<file path="src/rtl/ifetch_ucode.sv">
// Instruction-fetch front end: folds immediate branches and NOPs, traps multiply
// opcodes into a microcode ROM and injects its ghost instructions into decode.
module ifetch_ucode #(
    parameter int unsigned          ADDR_W      = 32,
    parameter logic [ADDR_W-1:0]    RESET_PC    = '0,
    parameter int unsigned          UCODE_AW    = 6,
    parameter int unsigned          ENTRY_SHIFT = 4,
    parameter bit                   MUL_TRAP_EN = 1'b1
) (
    input  logic                clk,
    input  logic                rst,
    output logic [ADDR_W-1:0]   imem_addr,
    input  logic [31:0]         imem_data,
    output logic [UCODE_AW-1:0] ucode_addr,
    input  logic [32:0]         ucode_data,
    input  logic                redirect_valid,
    input  logic [ADDR_W-1:0]   redirect_pc,
    output logic                dec_valid,
    input  logic                dec_ready,
    output logic [31:0]         dec_instr,
    output logic [ADDR_W-1:0]   dec_pc,
    output logic                dec_ucode,
    output logic [3:0]          mul_rd,
    output logic [3:0]          mul_rs,
    output logic [15:0]         mul_imm,
    output logic                ucode_busy,
    output logic                ucode_err
);

    typedef enum logic [1:0] {
        IDLE,
        FETCH,
        UCODE
    } state_e;

    state_e                state_q, state_d;
    logic [ADDR_W-1:0]     pc_q, pc_d;
    logic [UCODE_AW-1:0]   upc_q, upc_d;
    logic [ADDR_W-1:0]     trap_pc_q, trap_pc_d;
    logic                  dec_valid_q, dec_valid_d;
    logic [31:0]           dec_instr_q, dec_instr_d;
    logic [ADDR_W-1:0]     dec_pc_q, dec_pc_d;
    logic                  dec_ucode_q, dec_ucode_d;
    logic [3:0]            mul_rd_q, mul_rd_d;
    logic [3:0]            mul_rs_q, mul_rs_d;
    logic [15:0]           mul_imm_q, mul_imm_d;
    logic                  ucode_err_q, ucode_err_d;

    logic                  advance;
    logic [6:0]            op;
    logic                  is_branch;
    logic                  is_nop;
    logic                  is_mul;
    logic signed [63:0]    imm_sx;
    logic [ADDR_W-1:0]     pc_plus4;
    logic [ADDR_W-1:0]     br_target;
    logic [UCODE_AW-1:0]   ucode_entry;
    logic                  upc_at_end;
    logic                  ucode_last;

    assign advance = !dec_valid_q || dec_ready;

    // Instruction classification of the word currently at imem_addr
    always_comb begin
        op          = imem_data[31:25];
        is_branch   = (imem_data[31:30] == 2'b11) && (imem_data[28:25] == 4'b0000);
        is_nop      = (imem_data[31:30] == 2'b11) && (imem_data[28:25] == 4'b0010);
        is_mul      = MUL_TRAP_EN && ((op == 7'b0010000) || (op == 7'b0011000) ||
                                      (op == 7'b0110000) || (op == 7'b0111000));
        imm_sx      = 64'(signed'(imem_data[15:0]));
        pc_plus4    = pc_q + ADDR_W'(4);
        br_target   = pc_plus4 + ADDR_W'(imm_sx <<< 2);
        ucode_entry = UCODE_AW'(32'({op[5], op[3]}) << ENTRY_SHIFT);
        upc_at_end  = &upc_q;
        ucode_last  = ucode_data[32];
    end

    always_comb begin
        state_d     = state_q;
        pc_d        = pc_q;
        upc_d       = upc_q;
        trap_pc_d   = trap_pc_q;
        dec_valid_d = dec_valid_q;
        dec_instr_d = dec_instr_q;
        dec_pc_d    = dec_pc_q;
        dec_ucode_d = dec_ucode_q;
        mul_rd_d    = mul_rd_q;
        mul_rs_d    = mul_rs_q;
        mul_imm_d   = mul_imm_q;
        ucode_err_d = ucode_err_q;

        // Redirect wins regardless of back-pressure; the presented instruction
        // (if accepted this cycle) has already been taken by decode.
        if (redirect_valid) begin
            pc_d        = redirect_pc;
            state_d     = FETCH;
            dec_valid_d = 1'b0;
        end else begin
            case (state_q)
                IDLE: begin
                    state_d = FETCH;
                end
                FETCH: begin
                    if (advance) begin
                        if (is_branch) begin
                            pc_d        = br_target;
                            dec_valid_d = 1'b0;
                        end else if (is_nop) begin
                            pc_d        = pc_plus4;
                            dec_valid_d = 1'b0;
                        end else if (is_mul) begin
                            mul_rd_d    = imem_data[24:21];
                            mul_rs_d    = imem_data[20:17];
                            mul_imm_d   = imem_data[15:0];
                            trap_pc_d   = pc_q;
                            upc_d       = ucode_entry;
                            pc_d        = pc_plus4;
                            state_d     = UCODE;
                            dec_valid_d = 1'b0;
                        end else begin
                            dec_instr_d = imem_data;
                            dec_pc_d    = pc_q;
                            dec_ucode_d = 1'b0;
                            dec_valid_d = 1'b1;
                            pc_d        = pc_plus4;
                        end
                    end
                end
                UCODE: begin
                    if (advance) begin
                        dec_instr_d = ucode_data[31:0];
                        dec_pc_d    = trap_pc_q;
                        dec_ucode_d = 1'b1;
                        dec_valid_d = 1'b1;
                        if (ucode_last) begin
                            upc_d   = upc_q + UCODE_AW'(1);
                            state_d = FETCH;
                        end else if (upc_at_end) begin
                            // Ran off the ROM: end the sequence here instead of wrapping
                            ucode_err_d = 1'b1;
                            state_d     = FETCH;
                        end else begin
                            upc_d = upc_q + UCODE_AW'(1);
                        end
                    end
                end
                default: begin
                    state_d = IDLE;
                end
            endcase
        end
    end

    always_ff @(posedge clk or negedge rst) begin
        if (!rst) begin
            state_q     <= IDLE;
            pc_q        <= RESET_PC;
            upc_q       <= '0;
            trap_pc_q   <= '0;
            dec_valid_q <= 1'b0;
            dec_instr_q <= '0;
            dec_pc_q    <= '0;
            dec_ucode_q <= 1'b0;
            mul_rd_q    <= '0;
            mul_rs_q    <= '0;
            mul_imm_q   <= '0;
            ucode_err_q <= 1'b0;
        end else begin
            state_q     <= state_d;
            pc_q        <= pc_d;
            upc_q       <= upc_d;
            trap_pc_q   <= trap_pc_d;
            dec_valid_q <= dec_valid_d;
            dec_instr_q <= dec_instr_d;
            dec_pc_q    <= dec_pc_d;
            dec_ucode_q <= dec_ucode_d;
            mul_rd_q    <= mul_rd_d;
            mul_rs_q    <= mul_rs_d;
            mul_imm_q   <= mul_imm_d;
            ucode_err_q <= ucode_err_d;
        end
    end

    assign imem_addr  = pc_q;
    assign ucode_addr = upc_q;
    assign dec_valid  = dec_valid_q;
    assign dec_instr  = dec_instr_q;
    assign dec_pc     = dec_pc_q;
    assign dec_ucode  = dec_ucode_q;
    assign mul_rd     = mul_rd_q;
    assign mul_rs     = mul_rs_q;
    assign mul_imm    = mul_imm_q;
    assign ucode_busy = (state_q == UCODE);
    assign ucode_err  = ucode_err_q;

endmodule

</file>
<file path="config.mk">
export PLATFORM = sky130hd
export DESIGN_NAME = ifetch_ucode
export DESIGN_NICKNAME = d
export VERILOG_FILES = /design/src/rtl/ifetch_ucode.sv
export SDC_FILE = /design/constraint.sdc
export NUM_CORES = 1
export LEC_CHECK = 0
export CAP_MARGIN = 10
export CORE_ASPECT_RATIO = 1.2
export CORE_MARGIN = 4
export CORE_UTILIZATION = 48
export CTS_BUF_LIST = sky130_fd_sc_hd__clkbuf_16
export DETAILED_ROUTE_END_ITERATION = 7
export GPL_TIMING_DRIVEN = 0
export PLACE_DENSITY = 0.89
export SYNTH_ARGS = -nofsm -noshare
export SYNTH_HDL_FRONTEND = slang
export SYNTH_SLANG_ARGS = --single-unit
</file>
<file path="constraint.sdc">
create_clock -name clk -period 5.95 [get_ports clk]
set_clock_uncertainty 0.1 [all_clocks]
set_input_delay 1.785 -clock clk [delete_from_list [all_inputs] [get_ports clk]]
set_output_delay 1.785 -clock clk [all_outputs]
set_load 0.01 [all_outputs]
</file>
### After elaboration in Yosys (flattened, before gate mapping)

Index checks and enable logic that the tools add are counted.

* $add $sub $neg: 3
* eq/ne operators: 21
* multiplexer cells: 45
* bitwise operators: 4
* reductions and logical operators: 21

Operators with widths (number)
* 32-bit 2-to-1 mux: 14
* 32-bit one-hot mux with 2 select lines: 2
* 6-bit 2-to-1 mux: 7
* 32-bit by 3-bit adder with 32-bit output (second input constant): 1
* 32-bit adder: 1
* 6-bit AND reduction: 3
* 2-bit 2-to-1 mux: 8
* 3-bit != test (second input constant): 5
* 7-bit by 5-bit equality test with 1-bit output (second input constant): 2
* 7-bit by 6-bit equality test with 1-bit output (second input constant): 2
* 6-bit one-hot mux with 2 select lines: 1
* 1-bit 2-to-1 mux: 10
* 2-bit != test (second input constant): 5
* 10-bit AND reduction: 1
* 8-bit AND reduction: 1
* 7-bit AND reduction: 1
* 6-bit by 1-bit adder with 6-bit output (second input constant): 1
* 2-bit one-hot mux with 3 select lines: 1
* 2-bit nonzero test: 3
* 2-bit equality test (second input constant): 2
* 4-bit by 2-bit equality test with 1-bit output (second input constant): 1
* 4-bit zero test: 1
* 1-bit logical OR: 4
* 4-bit by 3-bit != test with 1-bit output (second input constant): 1
* other kinds (11): 16

* register bits after elaboration: 163
* input bits: 101
* logic and storage cells: 106

### Logic depth before layout (Yosys ltp)

* depth after elaboration: 10
* mapped depth: 17
* mapped depth without buffers: 15

### Worst setup path before layout

No wires, ideal clock.

* kind: input -> register
* start point: input imem_data[0]
* end point: register pc_q[28] (netlist: imem_addr[28])
* data arrival time: 3992 ps
* required time: 5764 ps
* slack: 1772 ps
* stages on the path: 11
* path buffers: 0
* path through: ha_1 fa_1 a21oi_1 o21ai_1 a211o_1 a21o_1 a21oi_1 o21ai_1 nand4_1 mux2_1 a32oi_1

* longest elaborated chain between the ends: 5

RTL lines
* start: declaration: line 13 `input logic [31:0] imem_data,`
* 32-bit adder: line 72 `br_target = pc_plus4 + ADDR_W'(imm_sx <<< 2);`
* 32-bit 2-to-1 mux: line 105 `if (is_branch) begin`
* 32-bit 2-to-1 mux: line 104 `if (advance) begin`
* 32-bit 2-to-1 mux: line 99 `case (state_q)`
* 32-bit 2-to-1 mux: line 94 `if (redirect_valid) begin`
* end signal: assignment: line 170 `pc_q <= pc_d;`
* end: declaration: line 37 `logic [ADDR_W-1:0] pc_q, pc_d;`

Every way passes these cells. The select of a mux whose other input is x is not followed.
A chain may end at the register's enable or synchronous reset.

### Final worst setup path

* start point: input imem_data[15]
* end point: register pc_q[27] (netlist: imem_addr[27])

The elaborated chain is that of the path after synthesis.

==> results.ini <==
[cts]
path_clk_slew_ns = 0.07
cts_root_buf = clkbuf_16
post_cts_buffers = 0
ctsResizeCount = 0
cts_max_path_buffers = 2
h-tree-depth = 4
clock-sinks = 163
cts_made_buffers = 17
cts_hold_buffers = 0
cts_tree = done
clock_latency_ns = 0.43

[route]
detail_route.wirelength_um = 31700
drtIter0Drc = 736
vias_per_cell = 5.83
wl_met1_um = 11900
dr.pass1.iters = 5
wl_per_cell_um = 20.5
ant_nets = 0
drcViolationCount = 0
top_layer = met4
wl_met2_um = 16000
vias = 8994
met3_length_um = 2340

[die]
core_sq_mm = 0.0197
num_io_pins = 231
die-area_sq_mm = 0.0224
die_h_um = 163
die_width_um = 137
rows = 56
initial_core_util_pct = 49.0

[setup_path]
crit_fanout = 20
arrival_ns = 5.33
cp.required_ns = 6.19
endpoint_kind = flip-flop
startpoint_type = primary input
crit_type = primary input to flip-flop
r2r_start = imem_addr[5]
crit_start = imem_data[15]

[synthesis]
ys.flop_type = dfrtp_1
synth_cells = 1018
syn_area_per_cell_sq_um = 9.48
yosysWarnings = 0
synth_edf_count = 0
netlist_top_cells_area = dfrtp_1 (42%), mux2i_1 (7.0%), mux2_2 (6.7%)
synthesis.nets = 1162
yosys.area.top_type = dfrtp_1
synth_top_area_share_pct = 42.3
netlist_area_sq_mm = 0.00965
synth_cell_types = 67
ys_ff_latch = 163
ys_seq_area_share_pct = 42.3
async_flop_share_pct = 100

[grt]
grt_overflow = 0
grt_max_degree = 128
grt_pass1_vias = 9124
grt_antenna_before_repair = 1
grt_pass1_wl_um = 48900
grt_usage_pct = 28.1

[timing]
period_share_pct = 85.5
finalSetupTns_ns = 0
hold_slack_ns = 0.378
max_freq_mhz = 197
min_period_ns = 5.09
final.setup.worst_slack_ns = 0.863
grt_setup_unrepaired = false
hold_violations = 0
worst_pin_slew_ns = 0.982
slew_viol_final = 0
setup_viol = 0
slew_headroom_pct = 34.4

[place]
portBuffers = 229
dp_slack_ns = 0.561
gp_congestion = 0.933
placed_cell_area_sq_mm = 0.0123
dp_hpwl_um = 24300

[power_and_ir_drop]
power_switching_uw = 2400
switching_share_pct = 40.7
p_leak_uw = 0.00543
share_seq_of_total_power_pct = 31.9
combinationalPowerShare_pct = 49.5
p_int_uw = 3500
vdd_ir_drop_max_uv = 244
pwr-share-clk_pct = 18.5
pwr_density_cell_mw_per_mm2 = 458

[layout]
syn_to_final_growth_pct = 33.6
nets = 1412
final_cell_mix = clkdlybuf4s50_1 (228), dfrtp_1 (163), nor2_1 (125), a21oi_1 (114), nand2_1 (85)
final_common_cell = clkdlybuf4s50_1
design_area_sq_mm = 0.0129
fin_util_pct = 65.5
drive_gt1_share_pct = 8.59

[outcome]
outcome = finished clean

[min_path]
min-delay-path-class = flip-flop to flip-flop
hp-start = ucode_err

[flow_run]
maxCapViolCount = 0

## power groups by stage
stage               clock, uW  sequential (uW)  combinational [uW]
floorplan                   0             1980                1450
global route             1150             1930                3160
detailed placement          0             1890                2890
global placement            0             1870                2800
finish                   1090             1880                2920
CTS                      1100             1870                2910
## area by class of cell
cell class                      instances  area [sq um]
Fill cell                            1549          6800
Clock buffer                           17           425
Buffer                                 59           238
Inverter                               15          56.3
Antenna cell                            1          2.50
Sequential cell                       163          4080
Timing Repair Buffer                  231          2330
Tap cell                              261           327
Clock inverter                         15           148
Multi-Input combinational cell        781          5280
## path summary, 6_finish.rpt
check	to	slack, ns	depth (start not counted)
max	imem_addr[27]	0.86	11
min	ucode_err	0.38	1
max reg2reg	imem_addr[31]	1.48	16
min reg2reg	ucode_err	0.38	1
max in group asynchronous	dec_pc[25]	3.71	2
min in group asynchronous	mul_rd[2]	1.11	1
## sequential cells by signal (all words and copies together) (netlist names)
register,cells
mul_rs,4
ucode_addr,6
mul_imm,16
state_q,2
trap_pc_q,32
dec_instr,32
mul_rd,4
dec_valid,1
dec_pc,32
imem_addr,32
ucode_err,1
dec_ucode,1
## metal layers
| metal | vias up | global-route usage, % |
|---|---|---|
| li1 | 4149 | - |
| met1 | 4330 | 33.8 |
| met2 | 429 | 48.2 |
| met3 | 86 | 5.14 |
| met4 | 0 | 13.4 |
| met5 | - | 0 |
## stage by stage
step | power (uW) | instances
after floorplan | 3420 | 1018
after global placement | 4670 | 1508
after detailed placement | 4780 | 1510
after CTS | 5880 | 1542
after global routing | 6250 | 1543
final | 5900 | 1543
## cell families (layout without fill, tap and decap cells)
group / after synthesis / count (layout) / synth area share [%]
fa+ha+maj: 43 / 43 / 5.65
xor+xnor: 49 / 49 / 4.45
compound gates: 257 / 257 / 16.1
other cells: 0 / 1 / 0
buf+inv: 74 / 337 / 3.05
mux: 125 / 125 / 13.7
flops: 163 / 163 / 42.3
simple gates: 307 / 307 / 14.7
## worst max-delay path, stage by stage
cell             delay (ns)
clkdlybuf4s50_1        0.93
ha_1                   0.60
a21o_1                 0.17
a21oi_1                0.15
o31ai_1                0.10
and3_1                 0.23
o311ai_1               0.51
nor2b_1                0.22
xor2_1                 0.08
a2111o_1               0.44
o211ai_1               0.09
## synth_stat cells, types with 4 or more instances
master      n
a211oi_1    6
a21o_1     20
a21oi_1   114
a22oi_1     5
a31oi_1     8
and2_1      7
and3_1     16
buf_2       4
clkbuf_1   50
dfrtp_1   163
ha_1       42
inv_1      15
mux2_2     57
mux2i_1    67
nand2_1    85
nand2b_1    5
nand3_1    25
nand4_1    11
nor2_1    125
nor2b_1     4
nor3_1      7
o211ai_1    6
o21a_1      4
o21ai_0    42
o21ai_1     7
o21bai_1    5
o221ai_1    4
o22ai_1     7
o31ai_1     4
xnor2_1    30
xor2_1     19
No activity file was read; power rests on OpenSTA's default activity.
